==> src/rtl/mem_resp_pkg.sv <==
// Shared types and widths for the CPU memory-port responder.
// The CPU bus widths live here so that every file sees one definition of them.
package mem_resp_pkg;

  localparam int ADDR_BITS = 32;
  localparam int DATA_BITS = 32;
  localparam int WEB_BITS  = 4;
  localparam int SRAM_AW   = 14;

  typedef enum logic [1:0] {
    IDLE,
    BUSY,
    DONE
  } resp_state_e;

  typedef enum logic [1:0] {
    ACC_RD,
    ACC_WR,
    ACC_ERR
  } acc_type_e;

  function automatic int max2(input int a, input int b);
    return (a > b) ? a : b;
  endfunction

endpackage

==> src/rtl/resp_lat_cnt.sv <==
// Saturating up-counter that measures SRAM access latency.
// hit_o flags the cycle in which the count equals the programmed terminal value.
module resp_lat_cnt #(
  parameter int W = 2
) (
  input  logic         clk,
  input  logic         rst_n,
  input  logic         clr_i,
  input  logic         en_i,
  input  logic [W-1:0] term_i,
  output logic [W-1:0] cnt_o,
  output logic         hit_o
);

  logic [W-1:0] cnt_q;
  logic [W-1:0] cnt_d;

  // Holding at all-ones keeps a stuck access from aliasing back to zero.
  always_comb begin
    cnt_d = cnt_q;
    if (clr_i) begin
      cnt_d = '0;
    end else if (en_i && (cnt_q != {W{1'b1}})) begin
      cnt_d = cnt_q + 1'b1;
    end
  end

  always_ff @(posedge clk) begin
    if (!rst_n) begin
      cnt_q <= '0;
    end else begin
      cnt_q <= cnt_d;
    end
  end

  assign cnt_o = cnt_q;
  assign hit_o = (cnt_q == term_i);

endmodule

==> src/rtl/mem_port_responder.sv <==
// Slave responder for one CPU memory port: accepts a req/read/write request,
// stalls the CPU while a fixed-latency SRAM access runs, then returns read data.
module mem_port_responder
  import mem_resp_pkg::*;
#(
  parameter int READ_LAT  = 2,
  parameter int WRITE_LAT = 1
) (
  input  logic                 clk,
  input  logic                 rst_n,
  input  logic                 req_i,
  input  logic                 read_i,
  input  logic                 write_i,
  input  logic [ADDR_BITS-1:0] addr_i,
  input  logic [WEB_BITS-1:0]  web_i,
  input  logic [DATA_BITS-1:0] wdata_i,
  output logic                 wait_o,
  output logic [DATA_BITS-1:0] rdata_o,
  output logic                 err_o,
  output logic                 sram_cs_o,
  output logic                 sram_oe_o,
  output logic [WEB_BITS-1:0]  sram_web_o,
  output logic [SRAM_AW-1:0]   sram_a_o,
  output logic [DATA_BITS-1:0] sram_di_o,
  input  logic [DATA_BITS-1:0] sram_do_i
);

  localparam int CNT_MAX = max2(READ_LAT + 1, WRITE_LAT);
  localparam int CNT_W   = $clog2(CNT_MAX + 1);

  resp_state_e          state_q;
  acc_type_e            acc_q;
  logic [DATA_BITS-1:0] rdata_q;
  logic                 err_q;
  logic                 cs_q;
  logic                 oe_q;
  logic [WEB_BITS-1:0]  web_q;
  logic [SRAM_AW-1:0]   a_q;
  logic [DATA_BITS-1:0] di_q;

  logic [CNT_W-1:0]     cnt_term;
  logic [CNT_W-1:0]     cnt_unused;
  logic                 cnt_hit;
  logic                 addr_unused;

  assign addr_unused = ^{addr_i[ADDR_BITS-1:SRAM_AW+2], addr_i[1:0]};

  // Count 0 is the strobe cycle: a read spends READ_LAT+1 cycles in BUSY, a write WRITE_LAT.
  assign cnt_term = (acc_q == ACC_RD) ? CNT_W'(READ_LAT) : CNT_W'(WRITE_LAT - 1);

  resp_lat_cnt #(
    .W (CNT_W)
  ) u_lat_cnt (
    .clk    (clk),
    .rst_n  (rst_n),
    .clr_i  (state_q != BUSY),
    .en_i   (state_q == BUSY),
    .term_i (cnt_term),
    .cnt_o  (cnt_unused),
    .hit_o  (cnt_hit)
  );

  always_ff @(posedge clk) begin
    if (!rst_n) begin
      state_q <= IDLE;
      acc_q   <= ACC_RD;
      rdata_q <= '0;
      err_q   <= 1'b0;
      cs_q    <= 1'b0;
      oe_q    <= 1'b0;
      web_q   <= '1;
      a_q     <= '0;
      di_q    <= '0;
    end else begin
      cs_q  <= 1'b0;
      err_q <= 1'b0;
      web_q <= '1;
      case (state_q)
        IDLE: begin
          if (req_i) begin
            a_q  <= addr_i[SRAM_AW+1:2];
            di_q <= wdata_i;
            if (read_i == write_i) begin
              // Ambiguous request: complete the handshake without touching the SRAM.
              acc_q   <= ACC_ERR;
              err_q   <= 1'b1;
              state_q <= DONE;
            end else begin
              acc_q   <= read_i ? ACC_RD : ACC_WR;
              cs_q    <= 1'b1;
              oe_q    <= read_i;
              web_q   <= read_i ? {WEB_BITS{1'b1}} : web_i;
              state_q <= BUSY;
            end
          end
        end
        BUSY: begin
          if (cnt_hit) begin
            oe_q    <= 1'b0;
            state_q <= DONE;
            if (acc_q == ACC_RD) begin
              rdata_q <= sram_do_i;
            end
          end
        end
        // The CPU's req is still high for the finished access, so it is ignored here.
        DONE:    state_q <= IDLE;
        default: state_q <= IDLE;
      endcase
    end
  end

  assign wait_o     = rst_n && (((state_q == IDLE) && req_i) || (state_q == BUSY));
  assign rdata_o    = rdata_q;
  assign err_o      = err_q;
  assign sram_cs_o  = cs_q;
  assign sram_oe_o  = oe_q;
  assign sram_web_o = web_q;
  assign sram_a_o   = a_q;
  assign sram_di_o  = di_q;

endmodule

==> config.mk <==
export PLATFORM = sky130hd
export DESIGN_NAME = mem_port_responder
export DESIGN_NICKNAME = d
export VERILOG_FILES = /design/src/rtl/mem_resp_pkg.sv /design/src/rtl/resp_lat_cnt.sv /design/src/rtl/mem_port_responder.sv
export SDC_FILE = /design/constraint.sdc
export NUM_CORES = 1
export LEC_CHECK = 0
export ABC_AREA = 0
export CORE_MARGIN = 5
export CORE_UTILIZATION = 39
export DETAILED_ROUTE_END_ITERATION = 8
export PLACE_DENSITY = 0.92
export SYNTH_ARGS = -nofsm -noshare
export SYNTH_HDL_FRONTEND = slang
export SYNTH_SLANG_ARGS = --single-unit
==> constraint.sdc <==
create_clock -name clk -period 1.77 [get_ports clk]
set_input_delay 0.354 -clock clk [delete_from_list [all_inputs] [get_ports clk]]
set_output_delay 0.354 -clock clk [all_outputs]
set_load 0.02 [all_outputs]
# --- Word-level counts from Yosys, hierarchy flattened ---
# Cells that the tools add are included.
op_classes:
  add_sub_neg: 1
  n_eq_ne: 8
  mux: 13
  bitwise: 3
  reduce_logical: 14
ops:
  columns: ["op", "n"]
  rows:
  - ["$mux W2", 5]
  - ["$ne A2 B2 Y1 const B", 4]
  - ["$mux W1", 6]
  - ["$reduce_and A3 Y1", 2]
  - ["$reduce_or A5 Y1", 1]
  - ["$logic_not A2 Y1", 2]
  - ["$pmux W2 S2", 1]
  - ["$reduce_and A2 Y1", 2]
  - ["$reduce_and A4 Y1", 1]
  - ["$logic_and A1 B1 Y1", 3]
  - ["$not A1 Y1", 3]
  - ["$add A2 B1 Y2 const B", 1]
  - ["$eq A2 B1 Y1 const B", 1]
  - ["$eq A2 B2 Y1", 1]
  - ["$ne A2 B1 Y1 const B", 1]
  - ["$pmux W1 S2", 1]
  - ["$reduce_bool A2 Y1", 1]
  - ["$reduce_or A2 Y1", 1]
  - ["$eq A1 B1 Y1", 1]
  - ["$logic_or A1 B1 Y1", 1]
totals:
  register_bits: 91
  elab_cells: 49

# --- Depth between registers and ports, before layout ---
depth:
  ltp_word: 5
  ltp_mapped: 6
  depth_no_buf: 5

# --- Hierarchy ---
# From an unflattened synthesis, not the netlist that was laid out.
unflattened:
  hier_cells: 347
  area_unflattened_um2: 3538.4
modules_own_cells:
  columns: ["module", "instances", "cells_per_inst", "area_per_inst_um2"]
  rows:
  - ["mem_port_responder", 1, 335, 3418.3]
  - ["resp_lat_cnt", 1, 12, 120.1]

# --- Worst setup path after synthesis ---
# No wires, ideal clock.
synth_path:
  kind: "reg2reg"
  from: "register state_q[0]"
  to: "register a_q[10], in the netlist sram_a_o[10]"
  setup_time_ns: 0.128
  t_arrival_ns: 1.154
  required_time_ns: 1.642
  path_slack_ns: 0.488
  path_stages_with_launch: 7
  n_path_buf: 3
  synth_period_minus_slack_ns: 1.282
  path_cell_list: "dfxtp_1 -> buf_6 -> nor3b_2 -> buf_6 -> buf_8 -> mux2i_1 -> nor2_1"
synth_between:
  elab_chain_cells: 2
synth_lines:
  columns: ["element", "line", "text"]
  rows:
  - ["start, declared", "mem_port_responder.sv:31", "resp_state_e state_q;"]
  - ["start signal, assigned", "mem_port_responder.sv:65", "state_q <= IDLE;"]
  - ["start signal, assigned", "mem_port_responder.sv:87", "state_q <= DONE;"]
  - ["start signal, assigned", "mem_port_responder.sv:93", "state_q <= BUSY;"]
  - ["$logic_not A2 Y1", "mem_port_responder.sv:78", "case (state_q)"]
  - ["$reduce_and A2 Y1 (no source line)", null, null]
  - ["end signal, assigned", "mem_port_responder.sv:81", "a_q <= addr_i[SRAM_AW+1:2];"]
  - ["end, declared", "mem_port_responder.sv:38", "logic [SRAM_AW-1:0] a_q;"]
# Every way passes these cells.
# A chain may end at the register's enable or synchronous reset.

# --- Final worst setup path ---
layout_path:
  from: "input rst_n"
  to: "output wait_o"
layout_between:
  elab_chain_cells: 1
layout_lines:
  columns: ["element", "line", "text"]
  rows:
  - ["start, declared", "mem_port_responder.sv:10", "input logic rst_n,"]
  - ["$logic_and A1 B1 Y1", "mem_port_responder.sv:113", "assign wait_o = rst_n && (((state_q == IDLE) && req_i) || (state_q == BUSY));"]
  - ["end, declared", "mem_port_responder.sv:17", "output logic wait_o,"]
# Every way passes these cells.

==> summary.txt <==
startpoint type of the worst setup path: input pin
Synth Register Bits: 91
Avg WL per Cell: 15.7 um
I/O Pins: 191
critical path capture point type: output pin
post-route ant nets: 0
Total Routed Length: 10,100 um
asr flop ratio synth: 0
Initial DRC Count: 123
register-to-register setup slack: 0.31 ns
vias in the first global route: 3,284
H-Tree Depth: 3
CORE AREA: 8680 sq um
number of core rows: 34
dominant synthesized flop cell: dfxtp_1
total iterations of the first detailed-routing run: 4
DRC: 0
DR vias/cell: 4.98
Final min period: 1.71 ns
root buf cell: clkbuf_8
number of cells on the critical path: 4
Die Y: 104 um
HP Class: register to register
Total Routing Usage GR: 0.181
die width: 104 um
unrepaired setup endpoints after global routing: no
Lkg Pwr: 2.11 nW
CP bufs+invs: 2
Critical Path RT: 1.42 ns
Crit path arrival time: 1.35 ns
clk_lat worst skew: 0.35 ns
Total Nets Final: 638
Register Area: 1820 sq um
pwr dens: 794 nW/um^2
worst path cell trace: clkdlybuf4s50_1 -> nand2b_1 -> nor2_1 -> dlygate4sd2_1
proportion of layout cells with a drive suffix above 1: 0.0840
Slowest-stage cell, CP: clkdlybuf4s50_1
Syn Nets: 459
CTS Sinks: 91
largest net degree at the start of global routing: 43
Mapped Cells: 352
area of the multi-input gates: 1430 sq um
count of cell types in the netlist: 33
Overall Power: 0.00442 W
GPL Wtd Cong: 0.776
Num CTS Buffers: 9
Synth area leaders: dfxtp_1 53%, mux2i_1 14%, nor2_1 6.1%, a21oi_1 4.9%, nand3_1 4.9%
DP HPWL: 7700 um
crit path max fanout: 2
RR Endpoint: sram_web_o[1]$_SDFF_PP1_
RR Startpoint: state_q[0]$_SDFFE_PN0P_
final setup fails: 0
total grt overflow: 0
MaxCap Viol Count: 0
Syn Area/Cell: 9.82 sq um
Worst Setup Path Type: input pin to output pin
slowest stage delay, CP: 0.48 ns
number of synthesized flops with an enable pin: 0
area grow syn2layout: 60.9%
Yosys top cell area share: 0.527
R2R depth: 5
antenna diode count: 0
die area: 10,900 sq um
Buffers on Ports: 172
crit path from: rst_n
leading area contributor after synthesis: dfxtp_1
CTS tree: built
cell area after synthesis: 3460 sq um
highest clock rate: 585 MHz
crit path capture: wait_o
Fin. Hold Viols: 0
delay-heaviest family, CP: buffers and inverters
slew of the pin with the lowest slew margin: 0.543 ns
Vias: 3,209
Starting Density: 0.399
outcome: complete, no violations
Synthesis Warnings: 0
sequential-to-total area share from yosys stat: 0.527
VDD IR max: 0.618 mV
final period utilization: 0.966
clk buf depth: 2
# fillers: 727
max_slew headroom: 0.638
global-route wire length before repair: 16,400 um
antenna violations before repair: 0
Clk pin slew, worst setup/hold paths: 0.08 ns
clock skew: 0.0163 ns
Slew Viols, Final: 0
WHS: 0.477 ns
registers in the layout, indices dropped and copies added, names as in the netlist:
signal / count
rdata_o: 32
sram_di_o: 32
sram_a_o: 14
sram_web_o: 4
acc_q: 2
state_q: 2
u_lat_cnt.cnt_o: 2
err_o: 1
sram_cs_o: 1
sram_oe_o: 1
Yosys cell counts, drive strengths merged, types with 2 or more instances:
cell and n:
nand3 34, o21ai 32, or2 5, nor2 56, mux2i 49, ha 2, clkbuf 17, dfxtp 91
nand3b 2, a21oi 34, buf 11, inv 2, nand2b 3
layer usage:
| metal | vias to the layer above | GRT usage | wire length, um |
|---|---|---|---|
| li1 | 1566 | - | - |
| met1 | 1507 | 0.201 | 3960 |
| met2 | 129 | 0.331 | 5260 |
| met3 | 7 | 0.0621 | 811 |
| met4 | 0 | 0.0398 | 60 |
| met5 | - | 0 | 0 |
timing repair:
action	in CTS	in global routing
gates resized for setup	2	0
buffers inserted	0	0
setup endpoints to repair	2	0
hold buffers	0	0
cells by family after synthesis:
group                    count (synthesis)  synth area share
buffers and inverters                   30            0.0658
multiplexers                            49             0.142
adder cells (fa/ha/maj)                  2           0.00723
AND/OR/NAND/NOR                        108             0.149
flip-flops                              91             0.527
XOR/XNOR                                 1           0.00253
AO/OA/AOI/OAI                           71             0.107
power breakdown:
group / switching [W] / leakage, nW / internal (W)
sequential: 0.0000556 / 0.742 / 0.00214
clock: 0.000716 / 0.0859 / 0.000555
combinational: 0.000424 / 1.28 / 0.000526
total: 0.00120 / 2.11 / 0.00322
final cells by class:
| type | count | area share |
|---|---|---|
| Clock buffer | 11 | 0.0254 |
| Multi-Input combinational cell | 231 | 0.258 |
| Clock inverter | 5 | 0.00675 |
| Sequential cell | 91 | 0.327 |
| Timing Repair Buffer | 196 | 0.357 |
| Tap cell | 108 | 0.0243 |
| Inverter | 2 | 0.00135 |
worst min path at each step:
stage               depth (start not counted)                  endpoint                startpoint  slack (ns)
CTS                                         2  rdata_o[31]$_SDFFE_PN0P_  rdata_o[31]$_SDFFE_PN0P_        0.48
floorplan                                   1  sram_web_o[0]$_SDFF_PP1_                  web_i[0]        0.45
global placement                            2  rdata_o[29]$_SDFFE_PN0P_  rdata_o[29]$_SDFFE_PN0P_        0.46
global route                                2  rdata_o[27]$_SDFFE_PN0P_  rdata_o[27]$_SDFFE_PN0P_        0.51
detailed placement                          2  rdata_o[31]$_SDFFE_PN0P_  rdata_o[31]$_SDFFE_PN0P_        0.47
finish                                      2  rdata_o[31]$_SDFFE_PN0P_  rdata_o[31]$_SDFFE_PN0P_        0.48
placed cells by master, fill, tap and decap left out, types with 2 or more instances in the layout:
master	instances
o21ai_0	22
nand2b_1	3
dlygate4sd2_1	2
o21ai_1	10
clkdlybuf4s50_1	170
buf_12	7
dfxtp_1	91
buf_4	17
or2_1	4
mux2i_1	49
nand3_1	34
a21oi_1	34
ha_1	2
nor2_1	55
clkinvlp_4	2
clkbuf_8	10
nand3b_1	2
metrics by stage:
step	util	worst slack [ns]	setup TNS (ns)	area, sq um	std cells
after detailed placement	0.621	-0.225	-6.56	5390	628
after floorplan	-	0.488	0	3460	352
final	0.641	0.0611	0	5560	644
after global placement	0.621	-0.216	-5.39	5390	628
after global routing	0.641	0.00969	0	5560	644
after CTS	0.641	0.0531	0	5560	644
worst reg2reg max path, cell delays in order, from the launching register on:
cell,delay (ns)
dfxtp_1,0.32
buf_4,0.17
nor3b_4,0.23
buf_12,0.21
nand3_1,0.18
or2_1,0.24
(Power assumes the default switching activity.)
